`src/rtl/sram_client_pkg.sv`:
```
// Shared types and defaults for the SRAM FIFO controller client port.
// Latency: n/a (types and constants only).
// Backpressure: n/a.
package sram_client_pkg;

    typedef enum logic [1:0] {
        IDLE   = 2'd0,
        WR_REQ = 2'd1,
        RD_REQ = 2'd2,
        COOL   = 2'd3
    } state_t;

    localparam int         DEFAULT_TIMEOUT_CYCLES = 64;
    localparam logic [7:0] DEFAULT_FILL_BYTE      = 8'h00;

    // Counter must be able to hold TIMEOUT_CYCLES itself.
    localparam int TIMEOUT_CNT_W = $clog2(DEFAULT_TIMEOUT_CYCLES + 1);

    function automatic int timeout_cnt_width(input int cycles);
        return $clog2(cycles + 1);
    endfunction

endpackage

```
`src/rtl/byte_word_packer.sv`:
```
// Packs rx bytes into 16-bit words (first byte low); odd tail padded with FILL_BYTE on rx_last.
// Latency: word_pending rises the cycle after the completing byte is accepted.
// Backpressure: rx_ready is low while a completed word waits for word_taken.
//
// Ports: clk/rst; rx_data/rx_valid/rx_last/rx_ready byte stream in;
//        word_taken clears the pending word; word/word_pending hold the completed word.
module byte_word_packer #(
    parameter logic [7:0] FILL_BYTE = 8'h00
) (
    input  logic        clk,
    input  logic        rst,
    input  logic [7:0]  rx_data,
    input  logic        rx_valid,
    input  logic        rx_last,
    output logic        rx_ready,
    input  logic        word_taken,
    output logic        word_pending,
    output logic [15:0] word
);

    logic [7:0] lo_byte;
    logic       have_lo;
    logic       accept;
    logic       pending_next;

    assign accept = rx_valid && rx_ready;

    // A word completes on the second byte, or on a lone low byte flagged last.
    always_comb begin
        pending_next = word_pending;
        if (word_taken) begin
            pending_next = 1'b0;
        end else if (accept && (have_lo || rx_last)) begin
            pending_next = 1'b1;
        end
    end

    always_ff @(posedge clk) begin
        if (rst) begin
            lo_byte      <= '0;
            have_lo      <= 1'b0;
            word_pending <= 1'b0;
            word         <= '0;
            rx_ready     <= 1'b0;
        end else begin
            word_pending <= pending_next;
            // Registered copy of !word_pending, so accept never races a completion.
            rx_ready     <= !pending_next;
            if (accept) begin
                if (have_lo) begin
                    word    <= {rx_data, lo_byte};
                    have_lo <= 1'b0;
                end else if (rx_last) begin
                    word <= {FILL_BYTE, rx_data};
                end else begin
                    lo_byte <= rx_data;
                    have_lo <= 1'b1;
                end
            end
        end
    end

endmodule

```
`src/rtl/sram_client_port.sv`:
```
// Master-side client of the SRAM FIFO controller: rx bytes -> write words, read words -> tx bytes.
// Latency: request rises 1 cycle after its candidate in IDLE; tx_valid rises 1 cycle after a read hint.
// Backpressure: rx stalls while a write word is pending; reads wait until both tx bytes are consumed.
//
// Ports: clk/rst; rx_* byte stream in; tx_* byte stream out; master_write/master_read level
//        requests with master_hint completion pulse and 16-bit data both ways;
//        fifo_o_full/fifo_i_empty gate requests; busy and sticky err_timeout status.
module sram_client_port
    import sram_client_pkg::*;
#(
    parameter int         TIMEOUT_CYCLES = DEFAULT_TIMEOUT_CYCLES,
    parameter logic [7:0] FILL_BYTE      = DEFAULT_FILL_BYTE
) (
    input  logic        clk,
    input  logic        rst,
    input  logic [7:0]  rx_data,
    input  logic        rx_valid,
    input  logic        rx_last,
    output logic        rx_ready,
    output logic [7:0]  tx_data,
    output logic        tx_valid,
    input  logic        tx_ready,
    output logic        master_write,
    output logic        master_read,
    output logic [15:0] master_data_to_sram,
    input  logic [15:0] master_data_from_sram,
    input  logic        master_hint,
    input  logic        fifo_o_full,
    input  logic        fifo_i_empty,
    output logic        busy,
    output logic        err_timeout
);

    localparam int               CNT_W    = timeout_cnt_width(TIMEOUT_CYCLES);
    localparam logic [CNT_W-1:0] CNT_LAST = CNT_W'(TIMEOUT_CYCLES - 1);

    state_t           state, state_next;
    logic             last_grant_rd;
    logic [CNT_W-1:0] cnt;
    logic             word_pending;
    logic             word_taken;
    logic             rd_load;
    logic             timed_out;
    logic             wr_cand;
    logic             rd_cand;
    logic [7:0]       hi_byte;
    logic             hi_left;

    // The packer's word register stays stable while a write is outstanding,
    // so it drives the write data directly.
    byte_word_packer #(.FILL_BYTE(FILL_BYTE)) u_packer (
        .clk          (clk),
        .rst          (rst),
        .rx_data      (rx_data),
        .rx_valid     (rx_valid),
        .rx_last      (rx_last),
        .rx_ready     (rx_ready),
        .word_taken   (word_taken),
        .word_pending (word_pending),
        .word         (master_data_to_sram)
    );

    assign wr_cand = word_pending && !fifo_o_full;
    // tx_valid is high exactly while the read hold register has unsent bytes.
    assign rd_cand = !tx_valid && !fifo_i_empty;

    always_comb begin
        state_next = state;
        word_taken = 1'b0;
        rd_load    = 1'b0;
        timed_out  = 1'b0;
        case (state)
            IDLE: begin
                // On contention, grant whichever side did not go last.
                if (wr_cand && (!rd_cand || last_grant_rd)) begin
                    state_next = WR_REQ;
                end else if (rd_cand) begin
                    state_next = RD_REQ;
                end
            end
            WR_REQ: begin
                if (master_hint) begin
                    state_next = COOL;
                    word_taken = 1'b1;
                end else if (cnt == CNT_LAST) begin
                    // Word stays pending and is retried from IDLE.
                    state_next = COOL;
                    timed_out  = 1'b1;
                end
            end
            RD_REQ: begin
                if (master_hint) begin
                    state_next = COOL;
                    rd_load    = 1'b1;
                end else if (cnt == CNT_LAST) begin
                    state_next = COOL;
                    timed_out  = 1'b1;
                end
            end
            default: state_next = IDLE;
        endcase
    end

    always_ff @(posedge clk) begin
        if (rst) begin
            state         <= IDLE;
            last_grant_rd <= 1'b1;
            cnt           <= '0;
            master_write  <= 1'b0;
            master_read   <= 1'b0;
            busy          <= 1'b0;
            err_timeout   <= 1'b0;
            tx_valid      <= 1'b0;
            tx_data       <= '0;
            hi_byte       <= '0;
            hi_left       <= 1'b0;
        end else begin
            state <= state_next;
            if (state == IDLE && state_next == WR_REQ) begin
                last_grant_rd <= 1'b0;
            end
            if (state == IDLE && state_next == RD_REQ) begin
                last_grant_rd <= 1'b1;
            end
            cnt          <= (state == WR_REQ || state == RD_REQ) ? cnt + 1'b1 : '0;
            master_write <= (state_next == WR_REQ);
            master_read  <= (state_next == RD_REQ);
            busy         <= (state_next == WR_REQ) || (state_next == RD_REQ);
            if (timed_out) begin
                err_timeout <= 1'b1;
            end
            if (rd_load) begin
                tx_data  <= master_data_from_sram[7:0];
                hi_byte  <= master_data_from_sram[15:8];
                hi_left  <= 1'b1;
                tx_valid <= 1'b1;
            end else if (tx_valid && tx_ready) begin
                if (hi_left) begin
                    tx_data <= hi_byte;
                    hi_left <= 1'b0;
                end else begin
                    tx_valid <= 1'b0;
                end
            end
        end
    end

endmodule

```
`config.mk`:
```
export PLATFORM = sky130hd
export DESIGN_NAME = sram_client_port
export DESIGN_NICKNAME = d
export VERILOG_FILES = /design/src/rtl/sram_client_pkg.sv /design/src/rtl/byte_word_packer.sv /design/src/rtl/sram_client_port.sv
export SDC_FILE = /design/constraint.sdc
export NUM_CORES = 1
export LEC_CHECK = 0
export ABC_AREA = 1
export ABC_CLOCK_PERIOD_IN_PS = 1800
export CAP_MARGIN = 15
export CORE_MARGIN = 5
export CORE_UTILIZATION = 39
export CTS_CLUSTER_SIZE = 8
export DETAILED_ROUTE_END_ITERATION = 7
export PLACE_DENSITY = 0.72
export REMOVE_ABC_BUFFERS = 1
export SLEW_MARGIN = 20
export SYNTH_ARGS = -nofsm -noshare
export SYNTH_HDL_FRONTEND = slang
export SYNTH_HIERARCHICAL = 1
export SYNTH_SLANG_ARGS = --single-unit
```
`constraint.sdc`:
```
create_clock -name clk -period 1.8 [get_ports clk]
set_clock_uncertainty 0.1 [all_clocks]
set_input_delay 0.36 -clock clk [delete_from_list [all_inputs] [get_ports clk]]
set_output_delay 0.36 -clock clk [all_outputs]
set_load 0.02 [all_outputs]
```
# Yosys cells after proc, flatten, opt, wreduce, memory -nomap -nowiden
# Cells that the tools add are included.
[totals] regBits=59 output_inout_bits=30
[classes] muxes=25 reduce_logical=28 add_sub_neg=1 eq_ne=6 bitwise_logic=3
[ops] op="two-way mux 16 bit" count=2
[ops] op="two-way mux 8 bit" count=3
[ops] op="two-way mux 1 bit" count=15
[ops] op="logical AND 1 bit" count=8
[ops] op="two-way mux 2 bit" count=4
[ops] op="adder 7 x 1 -> 7 bit (second input constant)" count=1
[ops] op="equality test 7 x 6 -> 1 bit (second input constant)" count=1
[ops] op="AND reduction 2 bit" count=3
[ops] op="nonzero test 2 bit" count=3
[ops] op="OR reduction 2 bit" count=3
[ops] op="logical NOT 1 bit" count=5
[ops] op="equality test 2 x 1 -> 1 bit (second input constant)" count=2
[ops] op="equality test 2 bit (second input constant)" count=2
[ops] op="logical OR 1 bit" count=4
[ops] op="case mux 2 bit (2 select lines)" count=1
[ops] op="NOT 1 bit" count=3
[ops] op="AND reduction 3 bit" count=1
[ops] op="logical NOT 2 bit" count=1
[ops] op="!= test 2 bit (second input constant)" count=1

# Depth between registers and ports, before layout
[logic_depth] word_depth=10 depth_mapped=12 ltp_nobuf=12

# By module
# Netlist, hierarchy kept.
[modules_own_cells] module="sram_client_port" seq_area_each_um2=640.6 n_inst=1 cells_each=183 area_per_inst_um2=1436.4
[modules_own_cells] module="byte_word_packer" seq_area_each_um2=540.5 n_inst=1 cells_each=162 area_per_inst_um2=1119.8

# Worst setup path after synthesis
# OpenSTA, ideal clock, no wires.
[synth_path] path_kind="register to register" startpoint="register cnt[0]" endpoint="register last_grant_rd" n_path_buf=0 path_stages_with_launch=11 setup_time_ps=120 synth_period_minus_slack_ps=1674 t_arrival_ps=1454 slack_ps=126 cell_sequence="dfxtp_1 > ha_1 > nand2_1 > nor2_2 > nand2_2 > nand2_1 > nand2_1 > nand2_1 > nand2_1 > ha_1 > a211o_1"
[synth_via] elab_chain_len=7
[synth_rtl] element="start: declaration" line="sram_client_port.sv:39" source="logic [CNT_W-1:0] cnt;"
[synth_rtl] element="start signal: assignment" line="sram_client_port.sv:125" source="cnt <= (state == WR_REQ || state == RD_REQ) ? cnt + 1'b1 : '0;"
[synth_rtl] element="equality test 7 x 6 -> 1 bit *" line="sram_client_port.sv:85, sram_client_port.sv:95"
[synth_rtl] element="two-way mux 2 bit *" line="sram_client_port.sv:85, sram_client_port.sv:95"
[synth_rtl] element="two-way mux 2 bit *" line="sram_client_port.sv:92" source="if (master_hint) begin"
[synth_rtl] element="case mux 2 bit (2 select lines) *" line="sram_client_port.sv:72" source="case (state)"
[synth_rtl] element="equality test 2 bit" line="sram_client_port.sv:122" source="if (state == IDLE && state_next == RD_REQ) begin"
[synth_rtl] element="logical AND 1 bit" line="sram_client_port.sv:122"
[synth_rtl] element="OR reduction 2 bit (no source line)"
[synth_rtl] element="end signal: assignment" line="sram_client_port.sv:107" source="last_grant_rd <= 1'b1;"
[synth_rtl] element="end signal: assignment" line="sram_client_port.sv:120" source="last_grant_rd <= 1'b0;"
[synth_rtl] element="end signal: assignment" line="sram_client_port.sv:123" source="last_grant_rd <= 1'b1;"
[synth_rtl] element="end: declaration" line="sram_client_port.sv:38" source="logic last_grant_rd;"
# Mark *: on every way between the ends. The rest lies on a longest branch, timed or not.
# A chain may end at the register's enable or synchronous reset.

# Final worst setup path
[layout_path] startpoint="register tx_data[1]" endpoint="output port tx_data[1]"
[layout_lines] element="start: declaration" line="sram_client_port.sv:20" source="output logic [7:0] tx_data,"
[layout_lines] element="start signal: assignment" line="sram_client_port.sv:133" source="tx_data <= master_data_from_sram[7:0];"
[layout_lines] element="start signal: assignment" line="sram_client_port.sv:139" source="tx_data <= hi_byte;"
# No word-level cell between the ends.

==> results.cfg <==
[layout]
antenna_cells = 0
drive_gt1_frac = 0.157
areaGrowthSynthToFinish_pct = 40.4
nets = 461
nFillCells = 602

[global_routing]
grt_pass1_wl_um = 10100
overflow = 0
antenna_found_initial = 0
grt.total_usage = 0.146
grt_pass1_vias = 2258
grt_max_degree = 26

[yosys]
yosysTopAreaCellShare = 0.462
synth.distinct_cells = 27
synth.yosys.warnings = 6
synth.area.top_cells = dfxtp_1, nand2_1, inv_1
syn_inst = 345
syn-cell-area_um2 = 2560
yosys.area.top_type = dfxtp_1
syn_avg_cell_area_um2 = 7.41
ys_seq_elements = 59
ys_seq_area_frac = 0.462

[clocking]
cts_buffers = 9
cts.root.buffer_cell = clkbuf_8
cts.sinks = 59
h-tree-depth = 3
cts_buffer_depth = 2
cts_tree = done
clk_pin_slew_ns = 0.07
clock_latency_ns = 0.33

[floorplan]
ios = 62
die-area_um2 = 8270
core_area_um2 = 6350
core.rowCount = 29
fp.dieW_um = 91.0
die_y_um = 91.0
start_util = 0.403

[critical_path]
path_class = reg2out
cp-start-kind = flip-flop
cp.required_ns = 1.34
cp_max_fo = 2
cp.arrival_ns = 1.28
cp-end-kind = output pin
cp_slowest_stage_delay_ns = 0.61
crit_family = buffers and inverters
crit_chain = clkdlybuf4s50_1
crit_buf_inv = 1
cp_slowest_cell = clkdlybuf4s50_1

[place]
dp_hpwl_um = 4110
place.gp.congestion = 0.798
io_buffers = 61

[timing]
whs_ns = 0.341
setup_viol = 0
rsz0062_at_grt = no
period_share = 0.964
hold_viol = 0
worstMarginPinSlew_ns = 0.507
max-slew-margin-rel = 0.662
maxSlewViolCount = 0
tns_ns = 0
fmax_mhz = 576
fin_crit_ns = 1.74

[route]
firstDrtPassIters = 4
ant_nets = 0
drcViolationCount = 0
wl_per_cell_um = 11.5
drtIter0Drc = 68
via_per_inst = 4.68
via_count = 2359
routed_wl_um = 5800

[power]
power_density_nw_per_um2 = 1100
finalPower_uw = 3940
leakage_uw = 0.00156
ir_drop_v = 0.000915

[run]
maxCapViolCount = 0

[outcome]
outcome = complete, no violations

[min_path]
hold_path.class = reg2reg
[where the power goes]
group | switching, µW | internal, µW | leakage, µW
registers | 79.5 | 1460 | 0.000481
logic | 673 | 530 | 0.000991
clock network | 531 | 673 | 0.0000905
total | 1280 | 2660 | 0.00156
[layer usage]
metal  vias up  share of wire  global-route usage
met4         0         0.0083              0.0465
met1      1049           0.44               0.175
li1       1226              -                   -
met3         6          0.074              0.0545
met2        78           0.48               0.243
met5         -              0                   0
[per-stage QoR]
stage / setup slack [ns] / utilization / instance area, µm² / instances
floorplan: 0.126 / - / 2480 / 335
global placement: -0.146 / 0.519 / 3300 / 486
detailed placement: -0.229 / 0.519 / 3300 / 486
CTS: 0.000669 / 0.554 / 3520 / 503
global route: 0.0106 / 0.565 / 3590 / 504
finish: 0.0650 / 0.565 / 3590 / 504
[cells in the mapped netlist]
library cell and instances:
a211o_1 1, a21oi_1 26, a21oi_2 2, a22oi_2 3, a31oi_1 5, buf_12 1, buf_2 4, buf_4 1
buf_6 2, clkbuf_1 2, dfxtp_1 59, ha_1 7, inv_1 36, inv_2 3, inv_6 1, nand2_1 112
nand2_2 5, nand2_4 2, nand3_1 22, nor2_1 36, nor2_2 4, nor2_4 3, nor3_1 1, nor3_2 1
o21ai_0 4, o31ai_1 1, xnor2_1 1
[worst paths after layout]
check                                endpoint  slack, ns        from  cells after the start
worst max-delay path               tx_data[1]       0.06  tx_data[1]                      1
worst min-delay path                   cnt[0]       0.34      cnt[0]                      1
worst max register to register  last_grant_rd       0.10      cnt[0]                     12
worst min register to register         cnt[0]       0.34      cnt[0]                      1
[cells by family after synthesis]
group | share of synthesized area
adder cells (fa/ha/maj) | 0.0343
AO/OA/AOI/OAI | 0.0989
AND/OR/NAND/NOR | 0.310
flip-flops | 0.462
buffers and inverters | 0.0910
XOR/XNOR | 0.00343
[cell type report]
type,count,area [µm²],area share
multi-input cells,236,1210,0.336
clock inverters,6,65.1,0.0181
clock buffers,10,138,0.0384
flip-flops and latches,59,1180,0.330
inverters,40,155,0.0432
well taps,77,96.3,0.0268
repair buffers,76,744,0.207
[timing repair]
action                     4_1_cts  5_1_grt
buffers inserted                 1        1
resized for setup                7       14
pin swaps                        1        7
hold buffers                     0        0
setup endpoints to repair        2        5
gates cloned                     0        0
[layout by cell type (no fill, tap or decap), drive strengths merged]
master / n
nand2: 119
dfxtp: 59
clkdlybuf4s50: 56
nor2: 43
inv: 40
a21oi: 28
nand3: 22
buf: 15
clkbuf: 10
ha: 7
a31oi: 5
o21ai: 4
clkinvlp: 4
dlymetal6s2s: 4
a22oi: 3
nor3: 2
xnor2: 1
a211o: 1
o31ai: 1
bufinv: 1
clkinv: 1
dlygate4sd2: 1
[state kept, by name (all words and copies together), names as in the netlist, 2 cells and up]
signal            flops
cnt                   7
hi_byte               8
state                 2
tx_data               8
u_packer/lo_byte      8
u_packer/word        16
No activity file was read; power rests on OpenSTA's default activity.
